### config.mk
export PLATFORM = sky130hd
export DESIGN_NAME = uart_tx_feeder
export DESIGN_NICKNAME = d
export VERILOG_FILES = /design/src/rtl/uart_pkg.sv /design/src/rtl/uart_word_fifo.sv /design/src/rtl/uart_tx_feeder.sv
export SDC_FILE = /design/constraint.sdc
export NUM_CORES = 1
export LEC_CHECK = 0
export CORE_MARGIN = 3
export CORE_UTILIZATION = 50
export CTS_BUF_LIST = sky130_fd_sc_hd__clkbuf_8 sky130_fd_sc_hd__clkbuf_16
export CTS_CLUSTER_SIZE = 30
export DETAILED_ROUTE_END_ITERATION = 8
export PLACE_DENSITY = 0.69
export SLEW_MARGIN = 20
export SYNTH_ARGS = -nofsm -noshare
export SYNTH_HDL_FRONTEND = slang
export SYNTH_SLANG_ARGS = --single-unit
export TNS_END_PERCENT = 1
### constraint.sdc
create_clock -name iclk -period 4.75 [get_ports iclk]
set_input_delay 1.425 -clock iclk [delete_from_list [all_inputs] [get_ports iclk]]
set_output_delay 1.425 -clock iclk [all_outputs]
set_load 0.02 [all_outputs]
### src/rtl/uart_pkg.sv
// Shared types and constants for the UART transmit feeder.
package uart_pkg;

  localparam int unsigned WORD_W             = 32;
  localparam int unsigned DEFAULT_DEPTH      = 8;
  localparam int unsigned DEFAULT_GAP_CYCLES = 2;
  localparam int unsigned GAP_CNT_W          = 4;

  typedef enum logic [1:0] {
    ST_IDLE      = 2'd0,
    ST_LAUNCH    = 2'd1,
    ST_WAIT_DONE = 2'd2,
    ST_GAP       = 2'd3
  } tx_state_e;

endpackage

### src/rtl/uart_word_fifo.sv
// Word FIFO with registered occupancy and a registered not-full (ready) flag.
module uart_word_fifo
  import uart_pkg::*;
#(
  parameter int unsigned DEPTH = DEFAULT_DEPTH,
  parameter int unsigned WIDTH = WORD_W
) (
  input  logic                   clk,
  input  logic                   rst_n,
  input  logic                   push,
  input  logic [WIDTH-1:0]       push_data,
  output logic                   wr_ready,
  input  logic                   pop,
  output logic [WIDTH-1:0]       pop_data,
  output logic [$clog2(DEPTH):0] level,
  output logic                   empty_c
);

  localparam int unsigned PTR_W = $clog2(DEPTH);
  localparam int unsigned LVL_W = PTR_W + 1;

  logic [WIDTH-1:0] mem_q [DEPTH];
  logic [PTR_W-1:0] wr_ptr_q, wr_ptr_d;
  logic [PTR_W-1:0] rd_ptr_q, rd_ptr_d;
  logic [LVL_W-1:0] level_q, level_d;
  logic             wr_ready_q, wr_ready_d;
  logic             do_push_c, do_pop_c;

  // Ready is registered from the next level so it never depends on in_valid combinationally.
  always_comb begin
    do_push_c  = push && wr_ready_q;
    do_pop_c   = pop && (level_q != '0);
    wr_ptr_d   = wr_ptr_q;
    rd_ptr_d   = rd_ptr_q;
    level_d    = level_q;
    if (do_push_c) wr_ptr_d = wr_ptr_q + PTR_W'(1);
    if (do_pop_c)  rd_ptr_d = rd_ptr_q + PTR_W'(1);
    case ({do_push_c, do_pop_c})
      2'b10:   level_d = level_q + LVL_W'(1);
      2'b01:   level_d = level_q - LVL_W'(1);
      default: level_d = level_q;
    endcase
    wr_ready_d = (level_d != LVL_W'(DEPTH));
  end

  always_ff @(posedge clk or negedge rst_n) begin
    if (!rst_n) begin
      wr_ptr_q   <= '0;
      rd_ptr_q   <= '0;
      level_q    <= '0;
      wr_ready_q <= 1'b0;
    end else begin
      wr_ptr_q   <= wr_ptr_d;
      rd_ptr_q   <= rd_ptr_d;
      level_q    <= level_d;
      wr_ready_q <= wr_ready_d;
    end
  end

  // Storage is not reset; contents are only read while non-empty.
  always_ff @(posedge clk) begin
    if (do_push_c) mem_q[wr_ptr_q] <= push_data;
  end

  assign pop_data = mem_q[rd_ptr_q];
  assign level    = level_q;
  assign wr_ready = wr_ready_q;
  assign empty_c  = (level_q == '0);

endmodule

### src/rtl/uart_tx_feeder.sv
// Feeds buffered 32-bit words to a UART transmitter one frame at a time,
// with a fixed idle gap after each frame-complete indication.
module uart_tx_feeder
  import uart_pkg::*;
#(
  parameter int unsigned DEPTH      = DEFAULT_DEPTH,
  parameter int unsigned GAP_CYCLES = DEFAULT_GAP_CYCLES
) (
  input  logic                   iclk,
  input  logic                   irst_n,
  input  logic                   in_valid,
  input  logic [WORD_W-1:0]      in_data,
  output logic                   in_ready,
  output logic                   tx_data_valid,
  output logic [WORD_W-1:0]      tx_byte,
  input  logic                   tx_done,
  input  logic                   tx_active,
  output logic [$clog2(DEPTH):0] level,
  output logic                   busy
);

  tx_state_e              state_q, state_d;
  logic [GAP_CNT_W-1:0]   gap_cnt_q, gap_cnt_d;
  logic                   tx_done_q;
  logic                   tx_vld_q, tx_vld_d;
  logic [WORD_W-1:0]      tx_byte_q, tx_byte_d;
  logic                   busy_q, busy_d;
  logic                   pop_c;
  logic                   done_rise_c;
  logic                   fifo_empty_c;
  logic [WORD_W-1:0]      fifo_head_c;
  logic                   tx_active_unused_c;

  uart_word_fifo #(
    .DEPTH (DEPTH),
    .WIDTH (WORD_W)
  ) u_fifo (
    .clk       (iclk),
    .rst_n     (irst_n),
    .push      (in_valid),
    .push_data (in_data),
    .wr_ready  (in_ready),
    .pop       (pop_c),
    .pop_data  (fifo_head_c),
    .level     (level),
    .empty_c   (fifo_empty_c)
  );

  // A held-high tx_done counts once: only a low-to-high change is a completion.
  assign done_rise_c        = tx_done && !tx_done_q;
  assign tx_active_unused_c = tx_active;

  always_ff @(posedge iclk or negedge irst_n) begin
    if (!irst_n) state_q <= ST_IDLE;
    else         state_q <= state_d;
  end

  always_comb begin
    state_d = state_q;
    case (state_q)
      ST_IDLE:      if (!fifo_empty_c) state_d = ST_LAUNCH;
      ST_LAUNCH:    state_d = ST_WAIT_DONE;
      ST_WAIT_DONE: if (done_rise_c) state_d = ST_GAP;
      ST_GAP:       if (gap_cnt_q == GAP_CNT_W'(GAP_CYCLES - 1)) state_d = ST_IDLE;
      default:      state_d = ST_IDLE;
    endcase
  end

  // Pop and launch-register load happen together on the IDLE->LAUNCH transition.
  always_comb begin
    pop_c     = 1'b0;
    tx_vld_d  = 1'b0;
    tx_byte_d = tx_byte_q;
    gap_cnt_d = '0;
    busy_d    = (state_d != ST_IDLE);
    if (state_q == ST_IDLE && state_d == ST_LAUNCH) begin
      pop_c     = 1'b1;
      tx_vld_d  = 1'b1;
      tx_byte_d = fifo_head_c;
    end
    if (state_q == ST_GAP && state_d == ST_GAP) gap_cnt_d = gap_cnt_q + GAP_CNT_W'(1);
  end

  always_ff @(posedge iclk or negedge irst_n) begin
    if (!irst_n) begin
      gap_cnt_q <= '0;
      tx_done_q <= 1'b0;
      tx_vld_q  <= 1'b0;
      tx_byte_q <= '0;
      busy_q    <= 1'b0;
    end else begin
      gap_cnt_q <= gap_cnt_d;
      tx_done_q <= tx_done;
      tx_vld_q  <= tx_vld_d;
      tx_byte_q <= tx_byte_d;
      busy_q    <= busy_d;
    end
  end

  assign tx_data_valid = tx_vld_q;
  assign tx_byte       = tx_byte_q;
  assign busy          = busy_q;

endmodule

## After elaboration in Yosys (flattened, before gate mapping)

Memory sizes are Yosys's and may differ from the RTL's. A register that Yosys moved wholly into a read port is not among the register bits.
Index checks and enable logic that the tools add are counted.

- Memory bits (writable): 256
- Memories: 1
- Bits in registers: 20
- Input bits: 37
- Output and inout bits: 39

Memory list:

| name | depth | width | rd ports | clocked after memory_dff | write ports | RTL line | text |
|---|---|---|---|---|---|---|---|
| u_fifo.mem_q | 8 | 32 | 1 | 1 | 1 | uart_word_fifo.sv:22 | `logic [WIDTH-1:0] mem_q [DEPTH];` |

- Equal/unequal tests: 9
- Reductions and logical operators: 11
- $add $sub $neg: 5
- Mux-type cells: 9

Operators with widths:

| cell | count |
|---|---|
| adder 4 x 1 -> 4 bit (second input constant) | 2 |
| equality test 2 bit (second input constant) | 4 |
| one-hot mux 2 bit (4 select lines) | 1 |
| one-hot mux 4 bit (2 select lines) | 1 |
| adder 3 x 1 -> 3 bit (second input constant) | 2 |
| equality test 2 x 1 -> 1 bit (second input constant) | 3 |
| 2-to-1 mux 2 bit | 3 |
| logical AND 1 bit | 5 |
| equality test 4 x 1 -> 1 bit (second input constant) | 1 |
| logical NOT 4 bit | 1 |
| 2-to-1 mux 4 bit | 1 |
| != test 4 bit (second input constant) | 1 |
| nonzero test 4 bit | 1 |
| subtractor 4 x 1 -> 4 bit (second input constant) | 1 |
| 2-to-1 mux 1 bit | 3 |
| logical NOT 1 bit | 2 |
| logical NOT 2 bit | 1 |
| nonzero test 2 bit | 1 |

## Longest topological paths before layout

- Depth in word-level cells: 11
- Gate-level depth with buffers: 11
- Mapped depth without buffers: 10

## Hierarchy

From an unflattened synthesis, not the netlist that was laid out.

- Cell total of the unflattened synthesis: 533
- Area total of the unflattened synthesis: 12055.3 um^2

By module, submodules not included:

| module | cells each | times used | area each (um^2) |
|---|---|---|---|
| uart_word_fifo | 436 | 1 | 10347.4 |
| uart_tx_feeder | 97 | 1 | 1707.9 |

## Worst setup path before layout

Ideal clock, no wire load.

- Path type: input to register
- Start point: input in_valid
- End point: memory u_fifo.mem_q[0][0] in the netlist's numbering, enable pin
- Setup slack: -0.416 ns
- Arrival time: 4.664 ns
- Stages: 2
- Buffers on the path: 0
- Required time: 4.249 ns
- Cell sequence: nand2_1 > nor4_1

- Cells in the longest elaborated chain, start to end: 3

Ends and longest elaborated chain:

| item | RTL line | text |
|---|---|---|
| start, declared | uart_tx_feeder.sv:11 | `input logic in_valid,` |
| logical AND 1 bit | uart_word_fifo.sv:31 | `do_push_c = push && wr_ready_q;` |
| 2-to-1 mux 1 bit | uart_word_fifo.sv:62 | `if (do_push_c) mem_q[wr_ptr_q] <= push_data;` |
| 2-to-1 mux 1 bit (not written as such) | uart_word_fifo.sv:62 |  |
| end, declared | uart_word_fifo.sv:22 |  |

Every way passes these cells.

## Worst setup path after layout

- Start point: input in_valid
- End point: register u_fifo.level_q[3], in the netlist u_fifo.level[3]

- Cells in the longest elaborated chain, start to end: 3

Ends and longest elaborated chain:

| item | RTL line | text |
|---|---|---|
| logical AND 1 bit (*) | uart_word_fifo.sv:31 |  |
| equality test 2 x 1 -> 1 bit / equality test 2 bit (equally long branches) | uart_word_fifo.sv:38 | `case ({do_push_c, do_pop_c})` |
| one-hot mux 4 bit (2 select lines) (*) | uart_word_fifo.sv:38 |  |
| named net u_fifo.level_d[3] | uart_word_fifo.sv:25 | `logic [LVL_W-1:0] level_q, level_d;` |
| end signal, assigned | uart_word_fifo.sv:55 | `level_q <= level_d;` |
| end, declared | uart_word_fifo.sv:25 |  |

The timed path passes the listed nets; every way through them passes the cells marked *.
A chain may end at the register's enable or synchronous reset.

==> out/results.ini <==
[clock_network]
htreeDepth=1
cts-resized-gates=0
post-cts-setup-buffers=0
cts_tree=done
clk_pin_slew_ps=60
cts_made_buffers=30
clock_latency_ps=550
holdBufCountCts=0
clockBufferDepth=3
clkSinkCount=308
cts_root_buf=clkbuf_16

[timing]
worst_pin_slew_ps=1070
setup_viol=0
setup-tns-final_ps=0
slew_headroom_pct=28.4
drv_slew=0
max_freq_mhz=307
finalCritPeriodShare_pct=68.7
min_period_ps=3260
setup_slack_ps=1490
skew_ps=13.6
hold_viol_final=0
rsz0062_at_grt=no

[worst_setup_path]
cp_slowest_cell=clkdlybuf4s50_1
cp.required_ps=5180
crit_path_start_kind=input pin
path_max_fanout=7
cp_cell_sequence=clkdlybuf4s50_1, nand2_1, ha_1, ha_1, a21oi_1, a21oi_1, o31a_1, or2_1
path_class=in2reg
path_delay_family=adder cells
crit_path_start=in_valid
critPathBufInv=1
regToRegStartpoint=u_fifo.level[0]
cpPeakStageDelay_ps=500
endpoint_kind=flop
worstPathArrival_ps=3690

[synth]
synth_flop_cell=edfxtp_1
avgSynthCellArea_um2=20.5
yosysSeqAreaShare_pct=76.8
synth_fa_ha_area_share_pct=0.920
synth-edff-count=256
synth_top_area_share_pct=65.7
synth-xor-area-share_pct=0.599
ys_seq_elements=308
synth_area_leaders=edfxtp_1 (66%), mux4_2 (12%), dfrtp_1 (11%), mux2i_1 (2.7%), o21ai_1 (1.4%)
syn_area_um2=11700
synth_compound_area_share_pct=1.83
yosysTopAreaCell=edfxtp_1
yosys_warnings=0
synth_top_family_by_area=multiplexers
async_flop_share_pct=16.9
syn_inst=570
netlist-cell-type-count=31
synth.area.mux_share_pct=15.2
synth_nets=615
synthSimpleGateAreaFrac_pct=2.75

[final_layout]
fin_cells=1007
layout-drive-gt1-share_pct=22.6
area_delta_synth_final_pct=19.2
diodes=0
fin_nets=715

[drt]
final_antenna_net_count=0
drt_pass1_iterations=4
drt_iter0_drc=305
post_drt_wl_per_cell_um=21.2
via_per_inst=5.43
num_vias=5467
routed_wl_mm=21.3
drc=0

[placement]
place_congestion=0.736
dpl.hpwl_mm=12.4
io_buffers=74
dp_slack_ps=952
dp.cells=951

[grt]
grt_max_degree=69
grt_pass1_wl_mm=34.4
grt_pass1_vias=5964
antenna_found_initial=0
track_usage_pct=17.5
grt_overflow=0

[floorplan]
die_x_um=159
die_area_um2=25300
initial_core_util_pct=51.2
io-pin-count=76
rows=55
die_h_um=159
core-area_um2=22800

[power]
power_per_cell_area_nw_per_um2=628
peakVddDrop_mv=0.302
p_leak_nw=4.75

[run]
maxCapViolCount=0

[status]
status=finished clean

[min_path]
hp-class=reg2reg
hp-start=tx_byte[31]

[cells by family after synthesis]
group                    after synthesis
AO/OA/AOI/OAI                         42
XOR/XNOR                               8
adder cells (fa/ha/maj)                8
buffers and inverters                 34
flip-flops                           308
multiplexers                          97
AND/OR/NAND/NOR                       73
[layout make-up]
| cell class | count | area, um^2 |
|---|---|---|
| Clock inverter | 23 | 288 |
| Inverter | 7 | 26.3 |
| Fill cell | 1628 | 8900 |
| Sequential cell | 308 | 8990 |
| Multi-Input combinational cell | 228 | 2550 |
| Clock buffer | 33 | 803 |
| Tap cell | 313 | 392 |
| Timing Repair Buffer | 95 | 896 |
[final timing paths]
path	endpoint	slack (ps)	cells after the start
max	u_fifo.level[3]	1490	8
min	tx_byte[31]	480	2
max reg2reg	u_fifo.level[3]	2120	9
min reg2reg	tx_byte[31]	480	2
max in group asynchronous	tx_byte[8]	3250	2
min in group asynchronous	busy	890	1
[layer usage]
layer	vias up	share of wire (%)	track usage, %
met5	-	0	0
met4	0	1.4	4.30
met3	20	4.7	2.55
met2	124	53	30.9
met1	2855	41	23.2
li1	2468	-	-
[where the power goes]
group	internal [W]	switching, W
clock network	0.00155	0.000984
registers	0.00349	0.000384
logic	0.00117	0.00119
total	0.00620	0.00256
[tightest hold or removal path: cells and delay by family, from the launching register on]
| kind | cells | cell delay [ps] |
|---|---|---|
| flops | 1 | 340 |
| compound gates | 1 | 60 |
| simple gates | 1 | 50 |
[cells in the mapped netlist (3+ instances only)]
cell	instances
edfxtp_1	256
mux4_2	64
dfrtp_1	52
nand2_1	41
o21ai_1	33
mux2i_1	32
buf_2	13
nor2_1	12
buf_6	7
ha_1	7
a21oi_1	6
xnor2_1	6
inv_1	5
nand3_1	5
nor3_1	4
clkbuf_1	3
nand2b_1	3
[through the flow]
| stage | total power (W) | hold WS (ps) | instance area (um^2) | utilization, % |
|---|---|---|---|---|
| final | 0.00876 | 480 | 13900 | 61.0 |
| after detailed placement | 0.00633 | 474 | 12900 | 56.3 |
| after floorplan | 0.00551 | 458 | 11700 | - |
| after global placement | 0.00625 | 466 | 12900 | 56.3 |
| after CTS | 0.00888 | 488 | 13900 | 61.0 |
| after global routing | 0.00922 | 499 | 13900 | 61.0 |
[registers in the layout (all words and copies together), names as in the netlist]
name	flops
u_fifo.rd_ptr_q	3
u_fifo.wr_ptr_q	3
u_fifo.wr_ready	1
u_fifo.mem_q	256
busy	1
gap_cnt_q	4
tx_done_q	1
state_q	2
tx_data_valid	1
u_fifo.level	4
tx_byte	32
[layout by cell type (no fill, tap or decap), types with 2 or more instances in the layout]
cell type,instances
a21oi_1,6
buf_4,22
bufinv_16,6
clkbuf_16,31
clkbuf_8,2
clkdlybuf4s50_1,73
clkinv_2,8
clkinv_4,3
clkinvlp_4,5
dfrtp_1,49
dfrtp_2,2
edfxtp_1,256
ha_1,7
inv_1,5
inv_2,2
mux2i_1,32
mux4_2,64
nand2_1,41
nand2b_1,2
nand3_1,5
nor2_1,9
nor2_4,3
nor3_2,4
nor3b_1,2
o21ai_0,2
o21ai_1,33
xnor2_1,6
xor2_1,2
No activity file was read; power rests on OpenSTA's default activity.
